### config.mk
export PLATFORM = sky130hd
export DESIGN_NAME = div_unit
export DESIGN_NICKNAME = d
export VERILOG_FILES = /design/src/rtl/div_unit.sv
export SDC_FILE = /design/constraint.sdc
export NUM_CORES = 1
export LEC_CHECK = 0
export BUFFER_PORTS_ARGS = -buffer_cell sky130_fd_sc_hd__buf_2
export CORE_ASPECT_RATIO = 1.25
export CORE_MARGIN = 1
export CORE_UTILIZATION = 41
export CTS_BUF_LIST = sky130_fd_sc_hd__clkbuf_4 sky130_fd_sc_hd__clkbuf_8 sky130_fd_sc_hd__clkbuf_16
export CTS_CLUSTER_DIAMETER = 80
export DETAILED_ROUTE_END_ITERATION = 16
export HOLD_SLACK_MARGIN = 0.05
export PLACE_DENSITY = 0.68
export RECOVER_POWER = 100
export SYNTH_ARGS = -nofsm -noshare
export SYNTH_HDL_FRONTEND = slang
export SYNTH_SLANG_ARGS = --single-unit
### constraint.sdc
create_clock -name clk -period 4.4 [get_ports clk]
set_input_delay 0.88 -clock clk [delete_from_list [all_inputs] [get_ports clk]]
set_output_delay 0.88 -clock clk [all_outputs]
set_load 0.1 [all_outputs]
### src/rtl/div_unit.sv
// div_unit: 32-bit iterative restoring divider (DIV/DIVU/REM/REMU), result 33 edges after acceptance.
// Optional macro DIV_UNIT_SIGNED_EN adds signed DIV/REM; without it DIV/REM execute as DIVU/REMU.
module div_unit (
    input  logic        clk,
    input  logic        rst_n,
    input  logic        in_valid,
    output logic        in_ready,
    input  logic [31:0] a,
    input  logic [31:0] b,
    input  logic [4:0]  f,
    output logic        out_valid,
    input  logic        out_ready,
    output logic [31:0] y
);
    typedef enum logic [1:0] {IDLE, CALC, DONE} state_t;

    state_t      state;
    logic [5:0]  cnt;
    logic [31:0] quo;       // dividend magnitude shifting out, quotient bits shifting in
    logic [31:0] rem;
    logic [31:0] dvs;       // divisor magnitude; zero iff b was zero
    logic [31:0] dividend;  // original a, returned as the remainder of a divide by zero
    logic        op_valid;
    logic        op_rem;
`ifdef DIV_UNIT_SIGNED_EN
    logic        neg_q;
    logic        neg_r;
    logic        req_signed;
`endif

    logic        req_valid;
    logic [31:0] a_mag;
    logic [31:0] b_mag;
    logic [32:0] shifted;
    logic [32:0] diff;
    logic [31:0] q_fix;
    logic [31:0] r_fix;
    logic [31:0] result;

    // NOTE: every variable assigned in always_comb gets a value on every path, so no latch is inferred.
    always_comb begin
        req_valid = (f[4:2] == 3'b101);
`ifdef DIV_UNIT_SIGNED_EN
        req_signed = req_valid && !f[0];
        a_mag      = (req_signed && a[31]) ? -a : a;
        b_mag      = (req_signed && b[31]) ? -b : b;
`else
        a_mag      = a;
        b_mag      = b;
`endif
    end

    // One restoring step: a clear borrow bit means the shifted remainder covers the divisor.
    always_comb begin
        shifted = {rem, quo[31]};
        diff    = shifted - {1'b0, dvs};
    end

    always_comb begin
`ifdef DIV_UNIT_SIGNED_EN
        q_fix = neg_q ? -quo : quo;
        r_fix = neg_r ? -rem : rem;
`else
        q_fix = quo;
        r_fix = rem;
`endif
        if (!op_valid)
            result = 32'd0;
        else if (dvs == 32'd0)
            result = op_rem ? dividend : 32'hFFFF_FFFF;
        else
            result = op_rem ? r_fix : q_fix;
    end

    // NOTE: state is updated with non-blocking assignments so every branch sees pre-edge values.
    always_ff @(posedge clk) begin
        if (!rst_n) begin
            state     <= IDLE;
            in_ready  <= 1'b1;
            out_valid <= 1'b0;
            y         <= 32'd0;
            cnt       <= 6'd0;
            quo       <= 32'd0;
            rem       <= 32'd0;
            dvs       <= 32'd0;
            dividend  <= 32'd0;
            op_valid  <= 1'b0;
            op_rem    <= 1'b0;
`ifdef DIV_UNIT_SIGNED_EN
            neg_q     <= 1'b0;
            neg_r     <= 1'b0;
`endif
        end else begin
            case (state)
                IDLE: begin
                    if (in_valid) begin
                        quo      <= a_mag;
                        rem      <= 32'd0;
                        dvs      <= b_mag;
                        dividend <= a;
                        op_valid <= req_valid;
                        op_rem   <= f[1];
`ifdef DIV_UNIT_SIGNED_EN
                        neg_q    <= req_signed && (a[31] ^ b[31]);
                        neg_r    <= req_signed && a[31];
`endif
                        cnt      <= 6'd0;
                        in_ready <= 1'b0;
                        state    <= CALC;
                    end
                end
                CALC: begin
                    // 32 division steps, then one cycle to apply sign and special-case fixups.
                    if (cnt == 6'd32) begin
                        y         <= result;
                        out_valid <= 1'b1;
                        state     <= DONE;
                    end else begin
                        if (!diff[32]) begin
                            rem <= diff[31:0];
                            quo <= {quo[30:0], 1'b1};
                        end else begin
                            rem <= shifted[31:0];
                            quo <= {quo[30:0], 1'b0};
                        end
                        cnt <= cnt + 6'd1;
                    end
                end
                DONE: begin
                    if (out_ready) begin
                        out_valid <= 1'b0;
                        y         <= 32'd0;
                        in_ready  <= 1'b1;
                        state     <= IDLE;
                    end
                end
                default: begin
                    state     <= IDLE;
                    in_ready  <= 1'b1;
                    out_valid <= 1'b0;
                    y         <= 32'd0;
                end
            endcase
        end
    end
endmodule

==> Implementation_results.wiki, run 1 <==
{| class="wikitable"
! Metric !! Value
|-
| Initial core utilization || between 40% and 50%
|-
| Total global routing track utilization || between 20% and 30%
|-
| Netlist Area Pre-Place || between 8000 and 9000 um^2
|-
| Total leakage power || 3.936 nW
|-
| Most common library cells after synthesis || sky130_fd_sc_hd__nand2_1 (249), sky130_fd_sc_hd__dfxtp_1 (172), sky130_fd_sc_hd__a21oi_1 (163)
|-
| Post-layout minimum cycle time || 3.987 ns
|-
| Crit path max fanout || 23
|-
| Area leader, netlist || sky130_fd_sc_hd__dfxtp_1
|-
| Clock buffer count from CTS || 17
|-
| Maximum operating frequency || between 200 and 300 MHz
|-
| Final hold violation count || 0
|-
| Actual slew at the worst max-slew pin || between 2 and 2.5 ns
|-
| Worst clock skew || around 0.013 ns
|-
| Internal power of the cells || around 4.7 mW
|-
| VDD IR-drop max || 0.0007037 V
|-
| Period Utilization, post-route || about nine tenths
|-
| Number of sinks handled by clock tree synthesis || ~170
|-
| Die Wd || ~130 um
|-
| Number of distinct standard cells referenced by the synthesized netlist || between 60 and 70
|-
| Per-instance average area after synthesis || ~8 um^2
|-
| Total Nets Final || 1300
|-
| Avg Vias per Cell || 5.452
|-
| Final design utilization || between 40 and 50%
|-
| Async SR Flop Fraction || 0%
|-
| Clock-pin slew reported for the worst setup and hold paths after clock tree synthesis || approximately 0.070 ns
|-
| RSZ-0062 raised after global routing || false
|-
| Detailed-routing iteration count for the pre-antenna-repair pass || 5
|-
| Die area || between 20000 and 25000 um^2
|-
| Post-synthesis instance total || 1131
|-
| Final count of pins violating max slew || a little under 90
|-
| Sum of negative setup slack || 0 ns
|-
| Critical path start-end classification || reg2reg
|-
| Die span in y || between 150 and 200 um
|-
| Starting DRC count in detailed routing || ~510
|-
| Root cell of the clock tree || sky130_fd_sc_hd__clkbuf_16
|-
| Maximum buffer depth of the clock tree || 2
|-
| Sequential cell fraction of total power || 25.0%
|-
| Logic pwr share || 55.9%
|-
| Failing checks || capacitance limit, slew limit
|-
| Clock share of power || a little under a fifth
|-
| Endpoint kind of the worst setup timing path || flop
|-
| Class of the most critical hold timing path || reg2reg
|-
| Switch Pwr || around 3.3 mW
|-
| Post-synth top flop || sky130_fd_sc_hd__dfxtp_1
|-
| Final setup viols || 0
|-
| Ratio of cells with drive above 1 in the final layout || between 10% and 20%
|-
| Average wire per cell in the routed design || between 15 and 20 um
|-
| I/O pin cnt || 107
|-
| Post-CTS setup repair buffer count || 0
|-
| Required time of the worst setup path || 4.67 ns
|-
| Worst Setup Start Kind || flop
|-
| Final estimated routing congestion in global placement || 0.8769
|-
| Register bit total from synthesis || roughly 170
|-
| Portion of the post-synthesis area used by sequential elements || about two fifths
|-
| Hold_buf cts || 0
|-
| Placed cells || between 1000 and 1500
|-
| Clock insertion delay at the later pin of the skew report || 0.44 ns
|-
| Status || finished, violations left
|-
| Total Power Consumption || slightly below 8 mW
|-
| Via count || just over 8000
|-
| Number of enable-type register cells in the synthesized netlist || 0
|-
| Residual DRC count || 0
|-
| Remaining global-route overflow || 0
|-
| Clock tree from TritonCTS || yes
|-
| Number of synthesis warnings || 0
|-
| HPWL after DPL || roughly 17000 um
|-
| Area share of the leading cell type in the synthesized netlist || about 39%
|-
| Post-route antenna net violation count || 0
|-
| Area growth, synth to finish || 13.20%
|-
| Largest cells by area after synthesis || sky130_fd_sc_hd__dfxtp_1 (39%), sky130_fd_sc_hd__nand2_1 (11%), sky130_fd_sc_hd__a21oi_1 (9.2%)
|-
| Via count of the first global-routing pass || between 7000 and 8000
|-
| Final wirelength || ~24000 um
|-
| Cell with the most instances after synthesis || sky130_fd_sc_hd__nand2_1
|-
| Post-Synthesis Net Count || about 1200
|-
| Pin count of the biggest net entering global routing || 70
|-
| Power per standard cell area || 791.6 nW/um^2
|-
| Worst hold slack || 0.4534 ns
|-
| Htree depth || 4
|-
| Proportion of total power due to net switching || 41.36%
|-
| Count of maximum capacitance violations || 2
|-
| Slew headroom || -51.26%
|-
| First-pass GRT wire length || ~38000 um
|-
| Floorplan Core Area || ~21000 um^2
|-
| Antenna diode instance count || 0
|-
| Num rows || 59
|-
| Initial antenna violation count || 0
|-
| Critical path data arrival time || between 4 and 5 ns
|-
| Number of cells upsized or downsized after cts || 0
|-
| Count of input and output buffers || around 110
|-
| Number of cells in the finished layout apart from fillers || 1477
|}
## state kept, by name (all words and copies together), names as in the netlist
signal	count
dividend	32
dvs	32
q_fix	32
r_fix	32
y	32
cnt	6
state	2
in_ready	1
op_rem	1
op_valid	1
out_valid	1
## kinds of logic (layout without fill, tap and decap cells)
group	count (synthesis)	after routing	synth area share, %
and+or+nand+nor	379	379	17.65
AOI/OAI and AO/OA	328	328	22.16
DFF	172	172	38.80
buffers and inverters	119	191	5.569
muxes	65	65	7.331
adders and majority gates	35	35	5.019
xor gates and xnor gates	33	33	3.468
## worst max-delay path, stage by stage, from the launching register on
cell and delay (ns):
sky130_fd_sc_hd__dfxtp_1 0.36, sky130_fd_sc_hd__inv_1 0.09, sky130_fd_sc_hd__ha_1 0.20, sky130_fd_sc_hd__inv_1 0.07
sky130_fd_sc_hd__fa_1 0.22, sky130_fd_sc_hd__a21o_1 0.17, sky130_fd_sc_hd__o21ai_2 0.09, sky130_fd_sc_hd__a31oi_4 0.19
sky130_fd_sc_hd__a41o_1 0.33, sky130_fd_sc_hd__a31oi_1 0.20, sky130_fd_sc_hd__o31a_4 0.42, sky130_fd_sc_hd__xnor2_4 0.76
sky130_fd_sc_hd__buf_4 0.39, sky130_fd_sc_hd__mux2i_1 0.23, sky130_fd_sc_hd__o21ai_0 0.08
## worst paths after layout
check,endpoint,startpoint,slack (ns),cells after the start
worst max-delay path,r_fix[8]$_SDFFE_PN0P_,q_fix[31]$_SDFFE_PN0P_,0.41,14
worst min-delay path,dividend[3]$_SDFFE_PN0P_,dividend[3]$_SDFFE_PN0P_,0.45,2
worst max register to register,r_fix[8]$_SDFFE_PN0P_,q_fix[31]$_SDFFE_PN0P_,0.41,14
worst min register to register,dividend[3]$_SDFFE_PN0P_,dividend[3]$_SDFFE_PN0P_,0.45,2
## layout make-up
| class | count | area [um^2] |
|---|---|---|
| Fill cell | 2157 | 10990 |
| Inverter | 41 | 156.4 |
| Sequential cell | 172 | 3445 |
| Tap cell | 274 | 342.8 |
| Timing Repair Buffer | 120 | 590.6 |
| Clock buffer | 19 | 446.7 |
| Multi-Input combinational cell | 840 | 4928 |
| Clock inverter | 11 | 136.4 |
## cells in the final DEF, fill, tap and decap left out, types with 23 or more instances in the layout
cell,n
sky130_fd_sc_hd__o31ai_1,23
sky130_fd_sc_hd__o21ai_0,52
sky130_fd_sc_hd__buf_2,71
sky130_fd_sc_hd__nor2_1,74
sky130_fd_sc_hd__inv_1,40
sky130_fd_sc_hd__mux2i_1,65
sky130_fd_sc_hd__dfxtp_1,171
sky130_fd_sc_hd__nand2_1,249
sky130_fd_sc_hd__a31oi_1,26
sky130_fd_sc_hd__ha_1,34
sky130_fd_sc_hd__a21oi_1,163
sky130_fd_sc_hd__clkbuf_1,38
## metrics by stage
stage                     instance area (um^2)  setup WS [ns]
final                                    10050         0.4126
after global routing                     10050         0.1830
after CTS                                10130         0.5452
after detailed placement                  9550         0.5892
after global placement                    9550         0.6345
after floorplan                           8875          1.574
## layer usage
metal / routed length [um] / global-route usage, %
met2: 11880 / 37.77
met3: 796 / 2.709
met1: 10260 / 26.43
met4: 614 / 8.696
met5: 0 / 0
## power by group through the flow
stage / sequential (mW) / clock, mW / combinational [mW]
after floorplan: 1.92 / 0 / 3.96
after global placement: 2.02 / 0 / 4.44
after detailed placement: 2.02 / 0 / 4.49
after CTS: 1.99 / 1.54 / 4.53
after global routing: 2.01 / 1.61 / 4.88
final: 1.99 / 1.52 / 4.45
Power figures use the tool's default switching activity.
==> run 2: changes to the inputs <==
==> constraint.sdc (replaced) <==
create_clock -name clk -period 4.4 [get_ports clk]
set_input_delay 1.32 -clock clk [delete_from_list [all_inputs] [get_ports clk]]
set_output_delay 1.32 -clock clk [all_outputs]
set_load 0.1 [all_outputs]
==> Implementation_results.wiki, run 2 (synthesis gave the netlist of run 1 again) <==
{| class="wikitable"
! Metric !! Value
|-
| Status || finished, violations left (unchanged)
|-
| Failing checks || capacitance limit, slew limit (unchanged)
|-
| Worst Setup Start Kind || flop (unchanged)
|-
| Final count of pins violating max slew || 62 (was 88)
|-
| Die Wd || 133.6 um (unchanged)
|-
| Floorplan Core Area || 21040 um^2 (unchanged)
|-
| Post-layout minimum cycle time || 3.991 ns (was 3.987 ns)
|-
| Worst clock skew || 0.01128 ns (was 0.01312 ns)
|-
| Power per standard cell area || 794.6 nW/um^2 (was 791.6 nW/um^2)
|-
| Final wirelength || 23550 um (about the same)
|-
| Final setup slack of the worst path || 0.4088 ns (was 0.4126 ns)
|-
| Area of the multi-input gates || 4940 um^2 (was 4928 um^2)
|-
| Ratio of cells with drive above 1 in the final layout || 10.70% (was 10.14%)
|-
| Count of maximum capacitance violations || 1 (was 2)
|-
| Residual DRC count || 0 (unchanged)
|-
| Required time of the worst setup path || 4.68 ns (was 4.67 ns)
|-
| Critical path data arrival time || 4.27 ns (was 4.26 ns)
|-
| Starting DRC count in detailed routing || 478 (was 505)
|-
| Worst hold path stage count || 2 (unchanged)
|-
| Initial core utilization || 42.18% (unchanged)
|-
| Via count || 8144 (was 8052)
|-
| Average wire per cell in the routed design || 15.91 um (was 15.94 um)
|-
| Crit path max fanout || 23 (unchanged)
|-
| Final setup viols || 0 (unchanged)
|-
| First-pass GRT wire length || 38300 um (was 38360 um)
|-
| Remaining global-route overflow || 0 (unchanged)
|-
| Num rows || 59 (unchanged)
|-
| Actual slew at the worst max-slew pin || 1.843 ns (was 2.260 ns)
|-
| Layout fillers || 2147 (was 2157)
|-
| Total Nets Final || 1301 (was 1300)
|-
| Clock tree from TritonCTS || yes (unchanged)
|-
| Final estimated routing congestion in global placement || 0.8703 (was 0.8769)
|-
| Most common cell after layout, fill and taps aside || sky130_fd_sc_hd__nand2_1 (unchanged)
|-
| Final hold violation count || 0 (unchanged)
|-
| Via count of the first global-routing pass || 7545 (was 7575)
|-
| Clock insertion delay at the later pin of the skew report || 0.44 ns (about the same)
|-
| Initial antenna violation count || 0 (unchanged)
|-
| VDD IR-drop max || 0.0007911 V (was 0.0007037 V)
|-
| Antenna diode instance count || 0 (unchanged)
|-
| Clock buffer count from CTS || 17 (unchanged)
|-
| HPWL after DPL || 16460 um (was 16680 um)
|-
| Class of the most critical hold timing path || reg2reg (unchanged)
|-
| Total global routing track utilization || 21.46% (was 21.53%)
|-
| Total leakage power || 3.982 nW (was 3.936 nW)
|-
| Hold_buf cts || 0 (unchanged)
|-
| I/O pin cnt || 107 (unchanged)
|-
| Sum of negative setup slack || 0 ns (unchanged)
|-
| Area growth, synth to finish || 13.72% (was 13.20%)
|-
| Worst hold slack || 0.4538 ns (was 0.4534 ns)
|-
| Slew headroom || -23.01% (was -51.26%)
|-
| Most used cells in the layout excluding fill and tap cells || sky130_fd_sc_hd__nand2_1 (249), sky130_fd_sc_hd__dfxtp_1 (171), sky130_fd_sc_hd__a21oi_1 (163) (unchanged)
|-
| Post-CTS setup repair buffer count || 0 (unchanged)
|-
| Period Utilization, post-route || 90.71% (was 90.62%)
|-
| Root cell of the clock tree || sky130_fd_sc_hd__clkbuf_16 (unchanged)
|-
| Pin count of the biggest net entering global routing || 77 (was 70)
|-
| Clock-pin slew reported for the worst setup and hold paths after clock tree synthesis || 0.07 ns (about the same)
|-
| Endpoint kind of the worst setup timing path || flop (unchanged)
|-
| Post-route antenna net violation count || 0 (unchanged)
|-
| Maximum operating frequency || 250.6 MHz (was 250.8 MHz)
|-
| Number of sinks handled by clock tree synthesis || 172 (unchanged)
|-
| Die span in y || 166.5 um (unchanged)
|-
| RSZ-0062 raised after global routing || false (unchanged)
|-
| Count of input and output buffers || 105 (unchanged)
|-
| Number of cells upsized or downsized after cts || 0 (unchanged)
|-
| Detailed-routing iteration count for the pre-antenna-repair pass || 5 (unchanged)
|-
| Total Power Consumption || 8.019 mW (was 7.953 mW)
|-
| Register area || 3445 um^2 (unchanged)
|-
| Maximum buffer depth of the clock tree || 2 (unchanged)
|-
| Critical path start-end classification || reg2reg (unchanged)
|-
| Htree depth || 4 (unchanged)
|-
| Post-Place Setup Slack || 0.5895 ns (was 0.5892 ns)
|-
| Number of cells on the worst reg-to-reg path || 14 (unchanged)
|-
| Die area || 22240 um^2 (unchanged)
|-
| Avg Vias per Cell || 5.503 (was 5.452)
|}
run 2: cell count changes in the layout (fill, tap and decap cells not counted), moves of 2 or more:
cell,before,now
sky130_fd_sc_hd__buf_4,9,13
sky130_fd_sc_hd__clkinv_4,1,3
sky130_fd_sc_hd__clkbuf_1,38,36
sky130_fd_sc_hd__clkinvlp_4,4,0
sky130_fd_sc_hd__clkinv_2,0,2
run 2: path summary, 6_finish.rpt:
kind / endpoint / slack, ns / startpoint
setup / recovery: r_fix[3]$_SDFFE_PN0P_ / 0.41 / q_fix[31]$_SDFFE_PN0P_
hold / removal: dividend[15]$_SDFFE_PN0P_ / 0.45 / dividend[15]$_SDFFE_PN0P_
setup reg to reg: r_fix[3]$_SDFFE_PN0P_ / 0.41 / q_fix[31]$_SDFFE_PN0P_
hold reg to reg: dividend[15]$_SDFFE_PN0P_ / 0.45 / dividend[15]$_SDFFE_PN0P_
run 2: final cells by class:
type                       instances  area share [%]
clock buffer                      19           4.426
inverter                          41           1.525
tap                              274           3.397
timing repair buffer             121           6.050
sequential                       172           34.13
clock inverter                    13           1.525
multi-input combinational        840           48.95
run 2: per-stage QoR:
step	utilization (%)	cell area (um^2)	instances
2_1_floorplan	-	8875	1131
3_3_place_gp	45.49	9570	1448
3_5_place_dp	45.49	9570	1448
4_1_cts	48.34	10170	1480
5_1_grt	47.97	10090	1480
6_report	47.97	10090	1480
run 2: power by group:
part	internal, mW	switching, mW
sequential	1.75	0.235
clock	0.874	0.672
combinational	2.06	2.43
total	4.68	3.34
run 2: metal layers:
metal	part of all wire (%)	vias to the layer above	GRT usage, %
li1	-	4065	-
met1	43	3841	25.64
met2	51	197	38.75
met3	3.7	41	3.196
met4	2.3	0	7.312
met5	0	-	0
run 2: critical path, cell delays in order, from the launching register on:
cell	delay (ns)
sky130_fd_sc_hd__dfxtp_1	0.35
sky130_fd_sc_hd__inv_1	0.09
sky130_fd_sc_hd__ha_1	0.20
sky130_fd_sc_hd__inv_1	0.07
sky130_fd_sc_hd__fa_1	0.22
sky130_fd_sc_hd__a21o_1	0.17
sky130_fd_sc_hd__o21ai_2	0.09
sky130_fd_sc_hd__a31oi_4	0.20
sky130_fd_sc_hd__a41o_1	0.33
sky130_fd_sc_hd__a31oi_1	0.21
sky130_fd_sc_hd__o31a_4	0.42
sky130_fd_sc_hd__xnor2_4	0.78
sky130_fd_sc_hd__buf_4	0.39
sky130_fd_sc_hd__mux2i_1	0.22
sky130_fd_sc_hd__o21ai_0	0.09
